### config.mk
export PLATFORM = sky130hd
export DESIGN_NAME = core_sequencer_flat
export DESIGN_NICKNAME = d
export VERILOG_FILES = /design/src/rtl/core_sequencer_if.sv /design/src/rtl/core_sequencer.sv /design/src/flat_wrapper.sv
export SDC_FILE = /design/constraint.sdc
export NUM_CORES = 1
export LEC_CHECK = 0
export BUFFER_PORTS_ARGS = -buffer_cell sky130_fd_sc_hd__clkbuf_2
export CAP_MARGIN = 20
export CORE_MARGIN = 2
export CORE_UTILIZATION = 40
export CTS_CLUSTER_DIAMETER = 40
export CTS_CLUSTER_SIZE = 10
export DETAILED_ROUTE_END_ITERATION = 16
export PLACE_DENSITY = 0.65
export SETUP_SLACK_MARGIN = 0.4
export SLEW_MARGIN = 20
export SYNTH_ARGS = -nofsm -noshare
export SYNTH_HDL_FRONTEND = slang
export SYNTH_SLANG_ARGS = --single-unit
### constraint.sdc
create_clock -name clk -period 1.9 [get_ports clk]
set_input_delay 0.57 -clock clk [delete_from_list [all_inputs] [get_ports clk]]
set_output_delay 0.57 -clock clk [all_outputs]
set_load 0.05 [all_outputs]
### src/rtl/core_sequencer_if.sv
// Datapath-facing bundle of the core sequencer: stage strobes, opcode feed
// and data-memory request/acknowledge handshake.
interface core_sequencer_if #(
  parameter int unsigned OPCODE_WIDTH = 5
);
  logic [OPCODE_WIDTH-1:0] opcode;
  logic                    mem_ack;
  logic                    ir_we;
  logic                    pc_we;
  logic                    rf_rd_en;
  logic                    alu_en;
  logic                    mem_req;
  logic                    mem_we;
  logic                    rf_we;

  modport master (
    input  opcode, mem_ack,
    output ir_we, pc_we, rf_rd_en, alu_en, mem_req, mem_we, rf_we
  );

  modport slave (
    output opcode, mem_ack,
    input  ir_we, pc_we, rf_rd_en, alu_en, mem_req, mem_we, rf_we
  );
endinterface

### src/rtl/core_sequencer.sv
// Multi-cycle control FSM: per-stage datapath strobes, run/step/halt control,
// data-memory handshake with timeout and a retired-instruction counter.
module core_sequencer #(
  parameter int unsigned OPCODE_WIDTH = 5,
  parameter logic [OPCODE_WIDTH-1:0] HALT_OP = 5'h1F,
  parameter int unsigned MEM_TIMEOUT  = 16,
  parameter int unsigned CNT_WIDTH    = 16,
  parameter logic [OPCODE_WIDTH-1:0] OP_BR   = 5'h00,
  parameter logic [OPCODE_WIDTH-1:0] OP_LD   = 5'h02,
  parameter logic [OPCODE_WIDTH-1:0] OP_ST   = 5'h03,
  parameter logic [OPCODE_WIDTH-1:0] OP_JSR  = 5'h04,
  parameter logic [OPCODE_WIDTH-1:0] OP_JMP  = 5'h0C,
  parameter logic [OPCODE_WIDTH-1:0] OP_JSRR = 5'h0D
) (
  input  logic                 clk,
  input  logic                 rst_n,
  input  logic                 run,
  input  logic                 step,
  input  logic                 resume,
  core_sequencer_if.master     bus,
  output logic                 busy,
  output logic                 halted,
  output logic                 mem_fault,
  output logic [2:0]           state,
  output logic [CNT_WIDTH-1:0] instr_count
);

  localparam int unsigned WAIT_W = (MEM_TIMEOUT > 1) ? $clog2(MEM_TIMEOUT) : 1;
  localparam logic [WAIT_W-1:0] WAIT_LAST = WAIT_W'(MEM_TIMEOUT - 1);

  typedef enum logic [2:0] {
    S_IDLE   = 3'd0,
    S_FETCH  = 3'd1,
    S_DECODE = 3'd2,
    S_EXEC   = 3'd3,
    S_MEM    = 3'd4,
    S_WB     = 3'd5,
    S_HALT   = 3'd6
  } state_t;

  state_t                  state_q, state_d;
  logic [OPCODE_WIDTH-1:0] op_q;
  logic [WAIT_W-1:0]       wait_q;
  logic                    retire;
  logic                    timeout;
  logic                    is_ld, is_st, is_br, is_jmp, is_jsr, is_jsrr;

  logic ir_we, pc_we, rf_rd_en, alu_en, mem_req, mem_we, rf_we;

  assign is_ld   = (op_q == OP_LD);
  assign is_st   = (op_q == OP_ST);
  assign is_br   = (op_q == OP_BR);
  assign is_jmp  = (op_q == OP_JMP);
  assign is_jsr  = (op_q == OP_JSR);
  assign is_jsrr = (op_q == OP_JSRR);

  always_comb begin
    state_d  = state_q;
    retire   = 1'b0;
    timeout  = 1'b0;
    ir_we    = 1'b0;
    pc_we    = 1'b0;
    rf_rd_en = 1'b0;
    alu_en   = 1'b0;
    mem_req  = 1'b0;
    mem_we   = 1'b0;
    rf_we    = 1'b0;
    case (state_q)
      S_IDLE: begin
        if (run || step) state_d = S_FETCH;
      end
      S_FETCH: begin
        ir_we   = 1'b1;
        pc_we   = 1'b1;
        state_d = S_DECODE;
      end
      S_DECODE: begin
        rf_rd_en = 1'b1;
        state_d  = (bus.opcode == HALT_OP) ? S_HALT : S_EXEC;
      end
      S_EXEC: begin
        alu_en = 1'b1;
        pc_we  = is_br | is_jmp | is_jsr | is_jsrr;
        if (is_ld || is_st)      state_d = S_MEM;
        else if (is_br || is_jmp) retire = 1'b1;
        else                      state_d = S_WB;
      end
      S_MEM: begin
        mem_req = 1'b1;
        mem_we  = is_st;
        // A late ack on the final wait cycle still completes normally.
        if (bus.mem_ack) begin
          if (is_st) retire  = 1'b1;
          else       state_d = S_WB;
        end else if (wait_q == WAIT_LAST) begin
          timeout = 1'b1;
          state_d = S_HALT;
        end
      end
      S_WB: begin
        rf_we  = 1'b1;
        retire = 1'b1;
      end
      S_HALT: begin
        if (resume) state_d = S_IDLE;
      end
      default: state_d = S_IDLE;
    endcase
    if (retire) state_d = run ? S_FETCH : S_IDLE;
  end

  always_ff @(posedge clk or negedge rst_n) begin
    if (!rst_n) begin
      state_q     <= S_IDLE;
      op_q        <= '0;
      wait_q      <= '0;
      instr_count <= '0;
      mem_fault   <= 1'b0;
    end else begin
      state_q <= state_d;
      if (state_q == S_DECODE) op_q <= bus.opcode;
      if (state_q == S_MEM && state_d == S_MEM) wait_q <= wait_q + 1'b1;
      else                                      wait_q <= '0;
      if (retire) instr_count <= instr_count + 1'b1;
      if (timeout)                           mem_fault <= 1'b1;
      else if (state_q == S_HALT && resume)  mem_fault <= 1'b0;
    end
  end

  assign bus.ir_we    = ir_we;
  assign bus.pc_we    = pc_we;
  assign bus.rf_rd_en = rf_rd_en;
  assign bus.alu_en   = alu_en;
  assign bus.mem_req  = mem_req;
  assign bus.mem_we   = mem_we;
  assign bus.rf_we    = rf_we;

  assign busy   = (state_q != S_IDLE) && (state_q != S_HALT);
  assign halted = (state_q == S_HALT);
  assign state  = state_q;

endmodule

### src/flat_wrapper.sv
// flat-port wrapper written by rule: the top's interface ports become plain ports
module core_sequencer_flat 
#(
  parameter int unsigned OPCODE_WIDTH = 5,
  parameter logic [OPCODE_WIDTH-1:0] HALT_OP = 5'h1F,
  parameter int unsigned MEM_TIMEOUT  = 16,
  parameter int unsigned CNT_WIDTH    = 16,
  parameter logic [OPCODE_WIDTH-1:0] OP_BR   = 5'h00,
  parameter logic [OPCODE_WIDTH-1:0] OP_LD   = 5'h02,
  parameter logic [OPCODE_WIDTH-1:0] OP_ST   = 5'h03,
  parameter logic [OPCODE_WIDTH-1:0] OP_JSR  = 5'h04,
  parameter logic [OPCODE_WIDTH-1:0] OP_JMP  = 5'h0C,
  parameter logic [OPCODE_WIDTH-1:0] OP_JSRR = 5'h0D
)
  (clk, rst_n, run, step, resume, busy, halted, mem_fault, state, instr_count, bus_opcode, bus_mem_ack, bus_ir_we, bus_pc_we, bus_rf_rd_en, bus_alu_en, bus_mem_req, bus_mem_we, bus_rf_we);
  core_sequencer_if #(.OPCODE_WIDTH(OPCODE_WIDTH)) bus_i ();
  input  logic clk;
  input  logic rst_n;
  input  logic run;
  input  logic step;
  input  logic resume;
  output logic busy;
  output logic halted;
  output logic mem_fault;
  output logic [2:0] state;
  output logic [CNT_WIDTH-1:0] instr_count;
  input wire logic [$bits(bus_i.opcode)-1:0] bus_opcode;
  input wire logic [$bits(bus_i.mem_ack)-1:0] bus_mem_ack;
  output wire logic [$bits(bus_i.ir_we)-1:0] bus_ir_we;
  output wire logic [$bits(bus_i.pc_we)-1:0] bus_pc_we;
  output wire logic [$bits(bus_i.rf_rd_en)-1:0] bus_rf_rd_en;
  output wire logic [$bits(bus_i.alu_en)-1:0] bus_alu_en;
  output wire logic [$bits(bus_i.mem_req)-1:0] bus_mem_req;
  output wire logic [$bits(bus_i.mem_we)-1:0] bus_mem_we;
  output wire logic [$bits(bus_i.rf_we)-1:0] bus_rf_we;
  assign bus_i.opcode = bus_opcode;
  assign bus_i.mem_ack = bus_mem_ack;
  assign bus_ir_we = bus_i.ir_we;
  assign bus_pc_we = bus_i.pc_we;
  assign bus_rf_rd_en = bus_i.rf_rd_en;
  assign bus_alu_en = bus_i.alu_en;
  assign bus_mem_req = bus_i.mem_req;
  assign bus_mem_we = bus_i.mem_we;
  assign bus_rf_we = bus_i.rf_we;
  core_sequencer #(.OPCODE_WIDTH(OPCODE_WIDTH), .HALT_OP(HALT_OP), .MEM_TIMEOUT(MEM_TIMEOUT), .CNT_WIDTH(CNT_WIDTH), .OP_BR(OP_BR), .OP_LD(OP_LD), .OP_ST(OP_ST), .OP_JSR(OP_JSR), .OP_JMP(OP_JMP), .OP_JSRR(OP_JSRR)) u_core (.clk(clk), .rst_n(rst_n), .run(run), .step(step), .resume(resume), .bus(bus_i), .busy(busy), .halted(halted), .mem_fault(mem_fault), .state(state), .instr_count(instr_count));
endmodule
==> summary.md <==
| Metric | Value |
|---|---|
| Worst-Margin Slew | `0.519 ns` |
| CTS Buf Count | `5` |
| Top Metal Used | `met4` |
| Reg2Reg Depth | `9` |
| Simple-gate portion of the synthesized area | `21.7%` |
| CP Launch Point | `u_core.op_q[2]$_DFFE_PN0P_` |
| Largest family of logic cells by synthesized area | `simple AND/OR/NAND/NOR gates` |
| R2r setup slk | `-0.28 ns` |
| Hpwl dp | `3150 um` |
| CP arrival | `2.39 ns` |
| Final #Nets | `281` |
| Initial antenna violation count | `0` |
| Worst Path Required | `2.11 ns` |
| I/O Buffers | `39` |
| Final Cell Area | `3320 um^2` |
| Power Density | `2070 nW/um^2` |
| Clock slew at reported path FFs | `0.08 ns` |
| Synth Area in XOR/XNOR | `10.7%` |
| Setup Viol. Count Final | `29` |
| Multiplexer area fraction after synthesis | `4.13%` |
| Met3 Wirelength | `438 um` |
| Status | `finished with violations` |
| Clock sink total | `29` |
| Adder-cell share of the synthesized area | `1.53%` |
| Initial DRC count | `136` |
| Vias in the first global route | `1769` |
| Synthesized Nets | `169` |
| RR Startpoint | `u_core.op_q[2]$_DFFE_PN0P_` |
| Chip Height | `68.0 um` |
| Commonest cells in the netlist | `29 x dfrtp_1, 19 x nand2_1, 16 x xor2_1` |
| Via density per instance | `5.71` |
| Synth top area cells | `dfrtp_1 44%, xor2_1 8.6%, nand2_1 4.4%` |
| Via count | `1822` |
| Final non-filler cell total | `319` |
| Max Cap Viol | `0` |
| Routed wl met2 | `3520 um` |
| Number of flops mapped to enable cells by yosys | `0` |
| Placement Cell Area | `2100 um^2` |
| Std-Cell Rows | `23` |
| Final min period | `2.18 ns` |
| Startpoint types | `flip-flop` |
| Most common cell in the netlist | `dfrtp_1` |
| Total GRT Usage | `28.2%` |
| Failing checks | `setup timing` |
| CTS tree | `built` |
| Die Width | `68.0 um` |
| Syn Inst Count | `156` |
| First-pass GRT wire length | `9290 um` |
| Post-synthesis compound-gate area fraction | `13.1%` |
| Initial Util | `41.2%` |
| Hold Crit Class | `input port to async pin` |
| Antenna cell count | `0` |
| Clock root cell | `clkbuf_8` |
| Worst skew pair latency | `0.30 ns` |
| Crit-path max FO | `5` |
| FFs w/ async S/R, synth | `100%` |
| Wl on met1 | `3090 um` |
| Final setup margin | `-0.283 ns` |
| Core area | `3970 um^2` |
| Setup crit end | `u_core.instr_count[15]$_DFFE_PN0P_` |
| Crit Path Class | `flip-flop to flip-flop` |
| Synth Flop Type | `dfrtp_1` |
| I/O pins | `40` |
| Final period util | `115%` |
| GP Congestion | `0.946` |
| Syn. warnings | `0` |
| Clk buf depth | `2` |
| FF+latch count, synth | `29` |
| Biggest area consumer among synthesized cells | `dfrtp_1` |
| DP Cell Count | `258` |
| Rel. slew slack | `65.3%` |
| Worst VDD drop | `1280 uV` |
| Routed Antenna Nets | `0` |
| Leak | `1.40 nW` |
| Pre-antenna DRT Iters | `4` |
| CP endpoint kind | `flip-flop` |
| DRC viols | `0` |
| Post-layout util | `83.6%` |
| Layout cells sized above 1 | `67.3%` |
| Clk_skew | `0.0129 ns` |
| Hold_buf cts | `0` |
| Largest net degree at the start of global routing | `13` |
| DR WL/cell | `22.7 um` |
| Final Hold Violating Endpoints | `0` |
| Final WL | `7230 um` |
| Avg Inst Size Synth | `10.5 um^2` |
| Slew Viols, Final | `0` |
| Unrepaired setup endpoints after global routing | `true` |
| Top cell type's share of synthesized area | `44.3%` |
| Setup TNS | `-4.23 ns` |
| H-Tree Depth | `2` |
| Die footprint | `4620 um^2` |
| Seq/Total Area, Yosys | `44.3%` |
| Grt ovf | `0` |
| Unique masters post-synth | `44` |
| Maximum clock frequency | `458 MHz` |
| Worst R2R End | `u_core.instr_count[15]$_DFFE_PN0P_` |
| Layout overhead on the synthesized area | `103%` |
| Mapped cell area | `1640 um^2` |
layer usage:
| metal | track usage (%) | vias up |
|---|---|---|
| met1 | 37.2 | 929 |
| met3 | 7.24 | 14 |
| met4 | 12.5 | 0 |
| met2 | 43.4 | 88 |
| li1 | - | 791 |
| met5 | 0 | - |
metrics by stage:
step	power, mW	setup WS [ns]	hold slack (ns)
floorplan	3.17	-0.255	0.274
global placement	3.76	-0.0642	0.457
detailed placement	3.83	-0.130	0.475
CTS	5.82	-0.254	0.171
global route	7.07	-0.300	0.184
finish	6.88	-0.283	0.166
critical path, stage by stage (launching register included):
cell and delay (ns):
dfrtp_1 0.41, buf_6 0.14, buf_6 0.12, nor4b_4 0.31, a41oi_4 0.18, buf_6 0.18, buf_6 0.11, buf_6 0.11
a2111oi_4 0.31, xor2_1 0.24
cell families after synthesis:
group / after synthesis
multiplexers: 6
adder cells (fa/ha/maj): 2
buffers and inverters: 10
AO/OA/AOI/OAI: 29
XOR/XNOR: 20
flip-flops: 29
AND/OR/NAND/NOR: 60
area by class of cell:
class / count / area, um^2
Multi-Input combinational cell: 117 / 1230
Clock buffer: 7 / 96.3
Sequential cell: 29 / 738
Tap cell: 50 / 62.6
Timing Repair Buffer: 111 / 1160
Inverter: 4 / 17.5
Fill cell: 176 / 652
Clock inverter: 1 / 5.00
where the power goes:
part	internal (mW)	total, mW	leakage [nW]	switching (mW)
combinational	2.33	5.11	1.03	2.77
sequential	0.869	1.18	0.319	0.316
clock	0.327	0.591	0.0542	0.263
sequential cells by signal (all words and copies together), names as in the netlist:
| register | flops |
|---|---|
| u_core.instr_count | 16 |
| u_core.op_q | 5 |
| u_core.wait_q | 4 |
| u_core.state | 3 |
| u_core.mem_fault | 1 |
cells in the final DEF (no fill, tap or decap), drive strengths merged, types with 5 or more instances in the layout:
| cell type | count |
|---|---|
| nand4 | 6 |
| clkbuf | 27 |
| mux2 | 6 |
| nand2 | 19 |
| dfrtp | 29 |
| nand3 | 6 |
| buf | 91 |
| a21oi | 7 |
| o21ai | 5 |
| xor2 | 16 |
| nor2 | 5 |
| a2111oi | 6 |
worst min-delay path by stage:
stage / to / slack [ns] / depth (start not counted)
floorplan: u_core.instr_count[0]$_DFFE_PN0P_ / 0.27 / 0
global placement: u_core.instr_count[15]$_DFFE_PN0P_ / 0.46 / 1
detailed placement: u_core.mem_fault$_DFFE_PN0P_ / 0.48 / 1
CTS: u_core.instr_count[10]$_DFFE_PN0P_ / 0.17 / 1
global route: u_core.instr_count[10]$_DFFE_PN0P_ / 0.18 / 1
finish: u_core.instr_count[10]$_DFFE_PN0P_ / 0.17 / 1
repair_timing:
action,CTS,global route
hold endpoints to repair,0,0
resized for setup,112,54
setup endpoints to repair,51,50
buffers inserted,35,18
pin swaps,14,18
Note: power is estimated with default switching activity, not from simulation.
